## config.mk

```make
export PLATFORM = sky130hd
export DESIGN_NAME = sevenseg_scroll_display
export DESIGN_NICKNAME = d
export VERILOG_FILES = /design/src/rtl/sevenseg_scroll_display.sv
export SDC_FILE = /design/constraint.sdc
export NUM_CORES = 1
export LEC_CHECK = 0
export CAP_MARGIN = 20
export CORE_ASPECT_RATIO = 0.8
export CORE_MARGIN = 2
export CORE_UTILIZATION = 40
export DETAILED_ROUTE_END_ITERATION = 12
export MAX_ROUTING_LAYER = met4
export PLACE_DENSITY = 0.64
export SLEW_MARGIN = 20
export SYNTH_ARGS = -nofsm -noshare
export SYNTH_HDL_FRONTEND = slang
export SYNTH_SLANG_ARGS = --single-unit
```

## constraint.sdc

```tcl
create_clock -name clk -period 4.5 [get_ports clk]
set_input_delay 0.675 -clock clk [delete_from_list [all_inputs] [get_ports clk]]
set_output_delay 0.675 -clock clk [all_outputs]
set_load 0.05 [all_outputs]
```

## src/rtl/sevenseg_scroll_display.sv

```systemverilog
// Multiplexed N-digit seven-segment driver fed by a right-entry scrolling ASCII buffer.
// Optional blink feature is enabled by defining SEVENSEG_BLINK_EN.
module sevenseg_scroll_display #(
  parameter int NUM_DIGITS   = 4,
  parameter int DIGIT_CYCLES = 100000,
  parameter int BLANK_CYCLES = 4,
  parameter int BLINK_CYCLES = 25000000
) (
  input  logic                  clk,
  input  logic                  reset,
  input  logic                  key_valid,
  input  logic [7:0]            key_code,
  input  logic                  clear,
`ifdef SEVENSEG_BLINK_EN
  input  logic                  blink,
`endif
  output logic [NUM_DIGITS-1:0] an,
  output logic [6:0]            seg,
  output logic                  dp
);

  localparam int CW = (DIGIT_CYCLES > 1) ? $clog2(DIGIT_CYCLES) : 1;
  localparam int IW = $clog2(NUM_DIGITS);
  localparam logic [7:0] SPACE = 8'h20;
  localparam logic [7:0] BKSP  = 8'h08;
  localparam logic [6:0] SEG_OFF = 7'h7F;
  localparam logic [NUM_DIGITS-1:0] DIGIT0 = NUM_DIGITS'(1);

  // seg[6:0] ordered g..a, active-low
  function automatic logic [6:0] decode(input logic [7:0] c);
    logic [6:0] s;
    case (c)
      8'h30: s = 7'b1000000;
      8'h31: s = 7'b1111001;
      8'h32: s = 7'b0100100;
      8'h33: s = 7'b0110000;
      8'h34: s = 7'b0011001;
      8'h35: s = 7'b0010010;
      8'h36: s = 7'b0000010;
      8'h37: s = 7'b1111000;
      8'h38: s = 7'b0000000;
      8'h39: s = 7'b0010000;
      8'h41, 8'h61: s = 7'b0001000;
      8'h42, 8'h62: s = 7'b0000011;
      8'h43, 8'h63: s = 7'b1000110;
      8'h44, 8'h64: s = 7'b0100001;
      8'h45, 8'h65: s = 7'b0000110;
      8'h46, 8'h66: s = 7'b0001110;
      8'h48, 8'h68: s = 7'b0001001;
      8'h4C, 8'h6C: s = 7'b1000111;
      8'h50, 8'h70: s = 7'b0001100;
      8'h55, 8'h75: s = 7'b1000001;
      8'h2D:        s = 7'b0111111;
      8'h20:        s = SEG_OFF;
      default:      s = 7'b0110110;
    endcase
    return s;
  endfunction

  logic [NUM_DIGITS-1:0][7:0] chars_q, chars_d;
  logic [CW-1:0]              cnt_q, cnt_d;
  logic [IW-1:0]              idx_q, idx_d;
  logic [NUM_DIGITS-1:0]      an_q, an_d;
  logic [6:0]                 seg_q, seg_d;
  logic                       slot_end;
  logic                       in_blank;
  logic                       blink_off;

  always_comb begin
    chars_d = chars_q;
    if (clear) begin
      for (int i = 0; i < NUM_DIGITS; i++) chars_d[i] = SPACE;
    end else if (key_valid) begin
      if (key_code == BKSP) begin
        for (int i = 0; i < NUM_DIGITS - 1; i++) chars_d[i] = chars_q[i+1];
        chars_d[NUM_DIGITS-1] = SPACE;
      end else begin
        for (int i = 1; i < NUM_DIGITS; i++) chars_d[i] = chars_q[i-1];
        chars_d[0] = key_code;
      end
    end
  end

  always_comb begin
    slot_end = (cnt_q == CW'(DIGIT_CYCLES - 1));
    cnt_d    = slot_end ? '0 : cnt_q + 1'b1;
    idx_d    = idx_q;
    if (slot_end) idx_d = (idx_q == IW'(NUM_DIGITS - 1)) ? '0 : idx_q + 1'b1;
  end

`ifdef SEVENSEG_BLINK_EN
  localparam int BW = (BLINK_CYCLES > 1) ? $clog2(BLINK_CYCLES) : 1;
  logic [BW-1:0] bcnt_q, bcnt_d;
  logic          phase_q, phase_d;

  always_comb begin
    bcnt_d  = (bcnt_q == BW'(BLINK_CYCLES - 1)) ? '0 : bcnt_q + 1'b1;
    phase_d = phase_q ^ (bcnt_q == BW'(BLINK_CYCLES - 1));
  end

  always_ff @(posedge clk or posedge reset) begin
    if (reset) begin
      bcnt_q  <= '0;
      phase_q <= 1'b0;
    end else begin
      bcnt_q  <= bcnt_d;
      phase_q <= phase_d;
    end
  end

  assign blink_off = blink & phase_q;
`else
  assign blink_off = 1'b0;
`endif

  // Anodes go dark for the first BLANK_CYCLES of each slot so the previous
  // digit's segments never ghost onto the next one.
  always_comb begin
    in_blank = (cnt_q < CW'(BLANK_CYCLES));
    an_d     = (in_blank || blink_off) ? '1 : ~(DIGIT0 << idx_q);
    seg_d    = in_blank ? SEG_OFF : decode(chars_q[idx_q]);
  end

  always_ff @(posedge clk or posedge reset) begin
    if (reset) begin
      for (int i = 0; i < NUM_DIGITS; i++) chars_q[i] <= SPACE;
      cnt_q <= '0;
      idx_q <= '0;
      an_q  <= '1;
      seg_q <= SEG_OFF;
    end else begin
      chars_q <= chars_d;
      cnt_q   <= cnt_d;
      idx_q   <= idx_d;
      an_q    <= an_d;
      seg_q   <= seg_d;
    end
  end

  assign an  = an_q;
  assign seg = seg_q;
  assign dp  = 1'b1;

endmodule

```

Word-level counts from Yosys, hierarchy flattened. Memory sizes are Yosys's and may differ from the RTL's. Cells that the tools add are included.

Add/sub/neg operators: 2. $lt $le $gt $ge: 2. Equal/unequal tests: 3. Shifts and indexed selects: 1. Mux-type cells: 10. Bitwise logic cells: 1. Reductions and logical operators: 1.

Operators with widths (count): 32-bit two-way mux (3); 17-bit by 1-bit adder with 17-bit output, second input constant (1); 17-bit == test, second input constant (1); 17-bit by 3-bit less-than comparator with 1-bit output, second input constant (1); 17-bit two-way mux (1); 8-bit binary-select mux with 2-bit select (1); 7-bit two-way mux (2); 8-bit by 4-bit == test with 1-bit output, second input constant (1); 8-bit two-way mux (1); 4-bit two-way mux (1); 4-bit NOT (1); 1-bit by 2-bit left shift with 4-bit output, first input constant (1); 2-bit by 3-bit less-than comparator with 1-bit output, second input constant (1); 2-bit by 1-bit adder with 2-bit output, second input constant (1); 2-bit == test, second input constant (1); 2-bit two-way mux (1); 2-bit nonzero test (1).

Bits in registers: 62. Memory bits (read-only): 896. Output and inout port bits: 12. Word-level logic and storage cells: 29. Memories kept: 1.

Memories: (no name shown) (depth 128, width 7, rd ports 1, clocked after Yosys merged registers in 0, write ports 0, RTL line 32) `case (c)`.

Depth between registers and ports, before layout. Gate-level depths: netlist (run 1). An unclocked memory read counts as a cell.

Depth after elaboration: 5. Mapped depth: 9. Depth with buffers taken out: 8.

Worst setup path before layout (run 1). Ideal clock, no wire load.

Path kind: reg2reg. Start point: reg idx_q[0]. End point: reg seg_q[3], in the netlist seg[3]. Library setup time: 0.069 ns. Data arrival time: 2.281 ns. Required time: 4.431 ns. Slack: 2.151 ns. Cell stages (with the launch flop): 10. Path through: dfrtp_1 -> buf_6 -> mux4_1 -> inv_1 -> ha_1 -> inv_1 -> or3_1 -> a21oi_1 -> o21ai_0 -> nand3_1.

Word-level cells in the longest chain between the ends: 5.

RTL lines: start: declaration (RTL line 62) `logic [IW-1:0] idx_q, idx_d;`; start signal: assignment (RTL line 134) `idx_q <= idx_d;`; 8-bit binary-select mux with 2-bit select (*) (RTL line 121) `seg_d = in_blank ? SEG_OFF : decode(chars_q[idx_q]);`; 8-bit two-way mux (implied by the code) (*) (RTL line 121); memory read 128 x 7 bit; 7-bit two-way mux (*) (RTL line 32); 7-bit two-way mux (*) (RTL line 121); via seg_d[3] (RTL line 64) `logic [6:0] seg_q, seg_d;`; end signal: assignment (RTL line 136) `seg_q <= seg_d;`; end: declaration (RTL line 64).

The timed path passes the listed nets; every way through them passes the cells marked *. The select of a mux whose other input is x is not followed. A chain may end at the register's enable or synchronous reset.

Worst setup path after layout (run 1). Ends and elaborated chain as after synthesis.

==> results of run 1 <==
[routing by layer]
metal | vias to the layer above | track usage
li1 | 1332 | -
met4 | 0 | 0.0513
met2 | 66 | 0.244
met3 | 9 | 0.0513
met5 | - | -
met1 | 1331 | 0.250
[power by group through the flow]
stage / clock network, mW / logic, mW / registers, mW
2_1_floorplan: 0 / 0.110 / 0.636
3_3_place_gp: 0 / 0.180 / 0.612
3_5_place_dp: 0 / 0.182 / 0.612
4_1_cts: 0.551 / 0.183 / 0.602
5_1_grt: 0.577 / 0.201 / 0.605
6_report: 0.540 / 0.182 / 0.602
[path summary, 6_finish.rpt]
path | startpoint | to | slack (ps) | cells past startpoint
min in group asynchronous | reset | chars_q[27] | 700 | 2
worst min register to register | cnt_q[8] | cnt_q[8] | 510 | 1
worst min-delay path | cnt_q[8] | cnt_q[8] | 510 | 1
max in group asynchronous | reset | an[2] | 2900 | 3
worst max-delay path | idx_q[0] | seg[3] | 1590 | 8
worst max register to register | idx_q[0] | seg[3] | 1590 | 8
[worst max-delay path, stage by stage, from the launching register on]
cell and delay, ps:
dfrtp_1 710, mux4_1 770, inv_1 150, ha_1 340, inv_1 150, or3_1 380, a21oi_1 130, o21ai_0 100
nand3_1 100
[synthesized netlist by cell type (2+ instances only)]
master	instances	area share
a31oi_1	4	0.0071
nand4_1	3	0.0053
or3_1	4	0.0071
a311oi_1	14	0.035
dfrtp_1	47	0.33
buf_6	3	0.0096
xor2_1	9	0.022
a21oi_1	22	0.031
o21ai_1	3	0.0043
clkbuf_1	17	0.018
o311a_1	2	0.0057
o21ai_0	13	0.018
buf_2	3	0.0043
ha_1	11	0.039
mux4_2	5	0.032
and2_1	2	0.0036
mux4_1	3	0.022
or2_2	3	0.0053
nand3b_1	2	0.0043
nor2_1	39	0.042
nor3_1	2	0.0028
and3_1	4	0.0071
a21boi_0	2	0.0043
mux2i_1	3	0.0085
and4_1	2	0.0050
nand3_1	14	0.020
xnor2_1	5	0.012
nor2b_1	4	0.0071
inv_1	10	0.011
nor4_1	6	0.011
nand2b_1	12	0.021
nand2_1	55	0.059
a211oi_1	8	0.017
buf_4	2	0.0043
dfstp_2	15	0.11
[layout make-up]
| class | instances | area (sq um) |
|---|---|---|
| clock buffer | 12 | 145 |
| tap | 112 | 140 |
| multi-input combinational | 275 | 1780 |
| fill | 806 | 4550 |
| inverter | 10 | 37.5 |
| timing repair buffer | 24 | 225 |
| sequential | 62 | 1570 |
| clock inverter | 4 | 70.1 |
[cells by family (layout without fill, tap and decap cells)]
family | after synthesis | after routing | share of synthesized area
AOI/OAI and AO/OA | 79 | 79 | 0.149
buffers and inverters | 36 | 50 | 0.0480
adders and majority gates | 11 | 11 | 0.0391
other | 1 | 1 | 0.00107
DFF | 62 | 62 | 0.446
muxes | 12 | 12 | 0.0661
xor gates and xnor gates | 14 | 14 | 0.0349
and+or+nand+nor | 158 | 158 | 0.216
[placed cells by master (no fill, tap or decap), types with 6 or more instances in the layout]
cell	netlist	final
a211oi_1	8	8
a21oi_1	22	22
a311oi_1	14	14
clkbuf_8	0	10
clkdlybuf4s50_1	0	20
dfrtp_1	47	47
dfstp_2	15	15
ha_1	11	11
inv_1	10	9
nand2_1	55	55
nand2b_1	12	12
nand3_1	14	14
nor2_1	39	39
nor4_1	6	6
o21ai_0	13	13
xor2_1	9	9
[sequential cells by signal (all words and copies together), names as in the netlist]
| signal | count |
|---|---|
| idx_q | 2 |
| chars_q | 32 |
| cnt_q | 17 |
| an | 4 |
| seg | 7 |
[through the flow]
step / power [mW] / utilization / cell area, sq um / hold WS [ps] / setup WS [ps]
final: 1.32 / 0.466 / 3970 / 515 / 1590
after global routing: 1.38 / 0.466 / 3970 / 526 / 1380
after global placement: 0.791 / 0.441 / 3760 / 499 / 1390
after floorplan: 0.747 / - / 3520 / 457 / 2150
after detailed placement: 0.794 / 0.441 / 3760 / 503 / 1460
after CTS: 1.34 / 0.466 / 3970 / 513 / 1580
==> impl_results.md, run 1 <==
- Max Cap Violations: 0
- P_int: ~980 uW
- Worst-path clk slew: 70 ps
- Final hold vios: 0
- Core area: between 8000 and 9000 sq um
- DR WL met3: just over 400 um
- Avg Cell Area, Syn: around 9.4 sq um
- Synth async-reset ratio: 1.00
- H-tree depth: 3
- RSZ-0062 raised after global routing: false
- Worst EP required: 4780 ps
- Count of input and output buffers: 22
- ANT cells: 0
- Wire length on met2: roughly 3200 um
- Crit path launch type: flop
- Worst skew pair latency: around 350 ps
- Share of cells above drive strength 1: 0.114
- Flop pwr share: 0.455
- Die extent in x: 109 um
- Area of the mapped netlist: roughly 3500 sq um
- Post-DP HPWL: just under 5000 um
- Peak supply drop: about 0.00017 V
- Final Critical Period: roughly 2900 ps
- Unique masters post-synth: 55
- Syn Nets: 396
- CTS-repair resized insts: 0
- Via count: between 2,000 and 3,000
- Clock power share: 0.408
- Slew @ Worst Pin: about 960 ps
- Detail Route Antenna Nets: 0
- Leakage: around 1.6 nW
- Outcome: finished clean
- Layout overhead on the synthesized area: 12.8%
- Hold Buf Count CTS: 0
- Clock Sinks: 62
- Maximum operating frequency: ~340 MHz
- PD cells: 334 nW/um^2
- Dpl cells: between 400 and 500
- Row Count: 30
- Initial antenna violation count: 0
- Final TNS setup: 0 ps
- Number of synthesized register bits: 62
- DR pass1 iterations: 4
- DR top layer: met4
- Post-Layout Cell Count: ~500
- WL per Instance: around 15 um
- Starting density of the core: 0.413
- Post-CTS setup buffers: 0
- DRC viols: 0
- Via density: 5.49
- M1 WL: between 3000 and 4000 um
- Critical path type: reg2reg
- Largest net degree at the start of global routing: 65
- Ports: 24
- Post-synth top flop: dfrtp_1
- P_sw: between 300 and 400 uW
- Post-Syn Instances: about 370
- Seq/Total Area, Yosys: 0.446
- Crit-path max FO: 12
- CTS tree: built
- Total Wirelength: approximately 7400 um
- Die Ht: between 80 and 90 um
- Clk root buf: clkbuf_8
- Gate power share: 0.137
- Final setup violation count: 0
- Bufs on Longest Clock Path: 2
- Drt initial violations: 274
- Hold Path Class: reg2reg
- Final worst-path cycle share: 0.648
- GRT overflow: 0
- Ys Warns: 0
- Die area: between 9000 and 10,000 sq um
- CTS buffer count: 9
- Routability cong.: approximately 0.83
- Layout Nets: roughly 410
- Clk_skew: ~8.8 ps
- Number of flops mapped to enable cells by yosys: 0
- Critical path arrival: around 3200 ps
- Slew Limit Fails: 0
- Switching power share of the total: 0.260
- Vias in the first global route: approximately 2,500
- Rel. slew slack: 0.360
- First-pass GRT wire length: 12,600 um
- Gr usage total: 0.176
- Worst setup EP type: flop
Note: power is estimated with default switching activity, not from simulation.
==> inputs of run 2 (changes only) <==
PLACE_DENSITY = 0.66   (was 0.64)
clock period = 2.46 ns   (was 4.5 ns; I/O delays follow)
==> run 2 against run 1 <==
Sequential share of layout area decreased by 1.0 points. Clock power up 45%. Combinational power grew 91%. Highest routed layer unchanged. Die area unchanged. Sequential cell count stayed put. Worst hold slack got worse by 160 ps. Total power increased by 69%.
==> impl_results.md, run 2 (synthesized netlist as in run 1, its figures left out) <==
- Outcome: finished clean
- Worst setup EP type: flop
- Post-DP HPWL: ~5100 um
- Core area: 8520 sq um
- Final TNS setup: 0 ps
- DR WL met3: about 530 um
- Crit-path max FO: 7
- CTS buffer count: 9
- Via density: around 5.6
- Maximum operating frequency: 441 MHz
- Via count: 2,857
- Rel. slew slack: 0.332
- Clk_skew: 10.2 ps
- Row Count: 30
- Wire length on met2: 3320 um
- Vias in the first global route: around 2,600
- Worst path bufs/invs: 1
- Layout Utilization: 0.478
- H-tree depth: 3
- Bufs on Longest Clock Path: 2
- Post-Layout Cell Count: 513
- DR pass1 iterations: 4
- Die Ht: slightly below 90 um
- Clock Sinks: just over 60
- First-pass GRT wire length: about 13,000 um
- Share of cells above drive strength 1: 0.140
- Total Wirelength: between 7000 and 8000 um
- GRT overflow: 0
- Commonest non-fill, non-tap cell in the layout: nand2_1
- Slew @ Worst Pin: approximately 1000 ps
- Max Cap Violations: 0
- Final setup violation count: 0
- Cell Chain, Critical Path: mux4_1 -> inv_1 -> ha_1 -> nand2_1 -> o21ai_0 -> nand2_1 -> o221ai_1
- M1 WL: 3770 um
- Number of flip-flops in the largest register: 32
- Hold Buf Count CTS: 0
- Peak supply drop: about 0.00027 V
- Die area: ~9600 sq um
- Count of input and output buffers: 22
- ANT cells: 0
- Final hold vios: 0
- Critical path arrival: around 2500 ps
- Post-layout power: ~2.2 mW
- Leakage: 1.70 nW
- Final Critical Period: between 2000 and 2500 ps
- PD cells: about 550 nW/um^2
- RSZ-0062 raised after global routing: false
- Layout overhead on the synthesized area: 15.8%
- Hold Path Class: in2async
- WL per Instance: 15.0 um
- Drt initial violations: between 200 and 250
- Final worst-path cycle share: 0.921
- Detail Route Antenna Nets: 0
- Slowest cell on the critical path: mux4_1
- Ports: 24
- Dpl cells: approximately 500
- Starting density of the core: 0.413
- Initial antenna violation count: 0
- CTS tree: built
- Worst-path clk slew: roughly 70 ps
- Largest stage delay on the critical path: 610 ps
- Die extent in x: 109 um
- Worst skew pair latency: roughly 340 ps
- Crit path launch type: flop
- Gr usage total: 0.180
- Slew Limit Fails: 0
- Worst path most repeated cell: nand2_1
- WHS: around 360 ps
- CTS-repair resized insts: 0
- Worst EP required: roughly 2700 ps
- Biggest register: chars_q
- Routability cong.: 0.844
- Kind of cell adding the most delay to the critical path: multiplexers
- Largest net degree at the start of global routing: 65
- Most frequent cells in the layout: nand2_1 (55), dfrtp_1 (47), nor2_1 (39), a21oi_1 (22), clkdlybuf4s50_1 (21)
- DRC viols: 0
- Critical path type: reg2reg
- Layout Nets: approximately 420
- Clk root buf: clkbuf_8
- DR top layer: met4
[run 2: metrics by stage]
stage | setup WS (ps) | area, sq um
after global placement | 238 | 3880
after detailed placement | 182 | 3880
after CTS | 168 | 4050
after floorplan | 111 | 3520
after global routing | 6.29 | 4070
final | 194 | 4070
[run 2: power by group]
group,internal [mW],total (mW),switching [mW]
clock network,0.388,0.785,0.396
registers,1.07,1.10,0.0315
logic,0.137,0.348,0.211
[run 2: worst paths after layout]
| path | from | end | slack (ps) | cells after the start |
|---|---|---|---|---|
| worst max-delay path | idx_q[0] | seg[6] | 190 | 7 |
| worst min-delay path | reset | chars_q[31] | 360 | 2 |
| worst max register to register | idx_q[0] | seg[6] | 190 | 7 |
| worst min register to register | cnt_q[14] | cnt_q[14] | 500 | 1 |
| max in group asynchronous | reset | an[0] | 1460 | 3 |
| min in group clk | cnt_q[14] | cnt_q[14] | 500 | 1 |
[run 2: area by class of cell]
class / count / area (sq um)
Clock buffer: 12 / 145
Clock inverter: 4 / 22.5
Timing Repair Buffer: 37 / 353
Sequential cell: 62 / 1570
Tap cell: 112 / 140
Inverter: 10 / 37.5
Multi-Input combinational cell: 276 / 1810
Fill cell: 802 / 4450
[run 2: timing repair]
action / CTS / global route
buffers inserted: 0 / 0
endpoints found under the hold margin: 0 / 0
setup endpoints to repair: 0 / 1
[run 2: metal layers]
layer	vias to the layer above	GRT usage
met4	0	0.0711
li1	1373	-
met3	7	0.0484
met2	110	0.244
met5	-	-
met1	1367	0.254
==> inputs of run 3 (changes only) <==
CORE_MARGIN = not set   (was 2)
SLEW_MARGIN = not set   (was 20)
==> run 3 against run 2 <==
Clock skew is 2.0 ps lower. Sequential power about the same. Worst hold slack got worse by 95 ps. Combinational power barely moved. Non-clock buffer count fell by 3. First-iteration DRC count is 0.91% lower. Critical path depth is the same. Via count is 1.3% lower. Worst setup slack got worse by 62 ps. Sequential cell count did not move. Global-route usage grew 1.3 points. Register-to-register slack got worse by 60 ps.
==> impl_results.md, run 3 (synthesized netlist as in run 1, its figures left out) <==
- Dpl cells: between 400 and 500
- Number of flip-flops in the largest register: 32
- CTS buffer count: 9
- Flop pwr share: 0.430
- Rel. slew slack: 0.512
- Hold Buf Count CTS: 0
- Clock power share: 0.433
- Gr usage total: 0.193
- P_sw: about 660 uW
- Layout overhead on the synthesized area: 17.0%
- Dpl ws: about 160 ps
- Final worst-path cycle share: 0.946
- Met3 usage: 0.0456
- Initial antenna violation count: 0
- Critical path type: reg2reg
- GRT overflow: 0
- DRC viols: 0
- Largest net degree at the start of global routing: 46
- Via density: roughly 5.5
- H-tree depth: 3
- Die Ht: around 86 um
- Clock Sinks: between 60 and 70
- Worst EP required: between 2000 and 3000 ps
- GR peak layer: met1
- Switching power share of the total: 0.256
- Post-layout power: between 2 and 3 mW
- Peak supply drop: roughly 0.00034 V
- Slew Limit Fails: 0
- RSZ-0062 raised after global routing: false
- WL per Instance: between 15 and 20 um
- Crit-path max FO: 11
- Ports: 24
- WHS: roughly 260 ps
- Most frequent cells in the layout: nand2_1 (55), dfrtp_1 (47), nor2_1 (39), a21oi_1 (22), clkdlybuf4s50_1 (21)
- Count of input and output buffers: 22
- Row Count: 30
- First-pass GRT wire length: approximately 13,000 um
- Die area: 9180 sq um
- Die extent in x: roughly 110 um
- Leakage: 1.71 nW
- Crit path launch type: flop
- Hold Path Class: in2async
- GR Util met2: 0.274
- Worst setup EP type: flop
- Worst skew pair latency: between 300 and 400 ps
- Layout Nets: 415
- Worst Setup Slack, final: about 130 ps
- Bufs on Longest Clock Path: 2
- Post-Layout Cell Count: a little over 500
- Biggest register: chars_q
- Fillers: ~790
- ANT cells: 0
- Slew @ Worst Pin: 731 ps
- Final hold vios: 0
- Via count: approximately 2,800
- Total Wirelength: 7840 um
- Post-DP HPWL: around 5200 um
- Commonest non-fill, non-tap cell in the layout: nand2_1
- Final TNS setup: 0 ps
- Worst-path clk slew: roughly 70 ps
- Detail Route Antenna Nets: 0
- Post-CTS setup buffers: 0
- Clk root buf: clkbuf_8
- Critical path arrival: 2570 ps
- Core area: about 8500 sq um
- Drt initial violations: between 200 and 250
- Final Critical Period: roughly 2300 ps
- Met1 usage: 0.274
- Gate power share: 0.137
- Final setup violation count: 0
- Max Cap Violations: 0
- P_int: 1.91 mW
- Maximum operating frequency: 430 MHz
- Routability cong.: roughly 0.86
- Starting density of the core: 0.413
- Clk_skew: 8.24 ps
- CTS tree: built
- Share of cells above drive strength 1: 0.144
- Vias in the first global route: about 2,600
- PD cells: around 620 nW/um^2
- DR pass1 iterations: 4
- Outcome: finished clean
## run 3: cell count changes in the layout (fill, tap and decap cells not counted), sizes merged
| cell | delta |
|---|---|
| buf | -3 |
| mux4 | -1 |
| bufinv | +3 |
| clkinvlp | -1 |
| clkbuf | -2 |
## run 3: final timing paths
check / startpoint / end / slack (ps) / cells past startpoint
worst max-delay path: idx_q[1] / seg[6] / 130 / 7
worst min-delay path: reset / chars_q[1] / 260 / 2
min in group clk: cnt_q[14] / cnt_q[14] / 490 / 1
worst min register to register: cnt_q[14] / cnt_q[14] / 490 / 1
worst max register to register: idx_q[1] / seg[6] / 130 / 7
max in group asynchronous: reset / seg[1] / 1650 / 3
## run 3: layer usage
metal	part of all wire	wire (um)
met1	0.50	3910
met2	0.44	3460
met3	0.048	377
met4	0.012	91
met5	0	0
## run 3: power groups by stage
| stage | combinational [mW] | clock (mW) | sequential (mW) |
|---|---|---|---|
| detailed placement | 0.344 | 0 | 1.12 |
| finish | 0.350 | 1.11 | 1.10 |
| global route | 0.381 | 1.18 | 1.11 |
| global placement | 0.338 | 0 | 1.12 |
| floorplan | 0.202 | 0 | 1.16 |
| CTS | 0.348 | 1.14 | 1.10 |
## run 3: critical path, stage by stage (launching register included)
cell and delay [ps]:
dfrtp_1 670, mux4_2 370, inv_1 90, ha_1 200, buf_4 160, and2_1 160
a221oi_1 410, o221ai_1 170
## run 3: what timing repair did
| item | 4_1_cts | 5_1_grt |
|---|---|---|
| resized for setup | 0 | 2 |
| endpoints found under the hold margin | 0 | 0 |
| endpoints found under the setup margin | 0 | 2 |
## run 3: stage by stage
step / area (sq um) / util
global route: 4120 / 0.483
finish: 4120 / 0.483
detailed placement: 3870 / 0.454
CTS: 4120 / 0.483
floorplan: 3520 / -
global placement: 3870 / 0.454
## run 3: final cells by class
cell class / instances / area, sq um / area share
sequential: 62 / 1570 / 0.382
clock inverter: 6 / 109 / 0.0265
clock buffer: 10 / 138 / 0.0334
tap: 112 / 140 / 0.0341
timing repair buffer: 34 / 343 / 0.0833
multi-input combinational: 275 / 1780 / 0.432
inverter: 10 / 37.5 / 0.00912
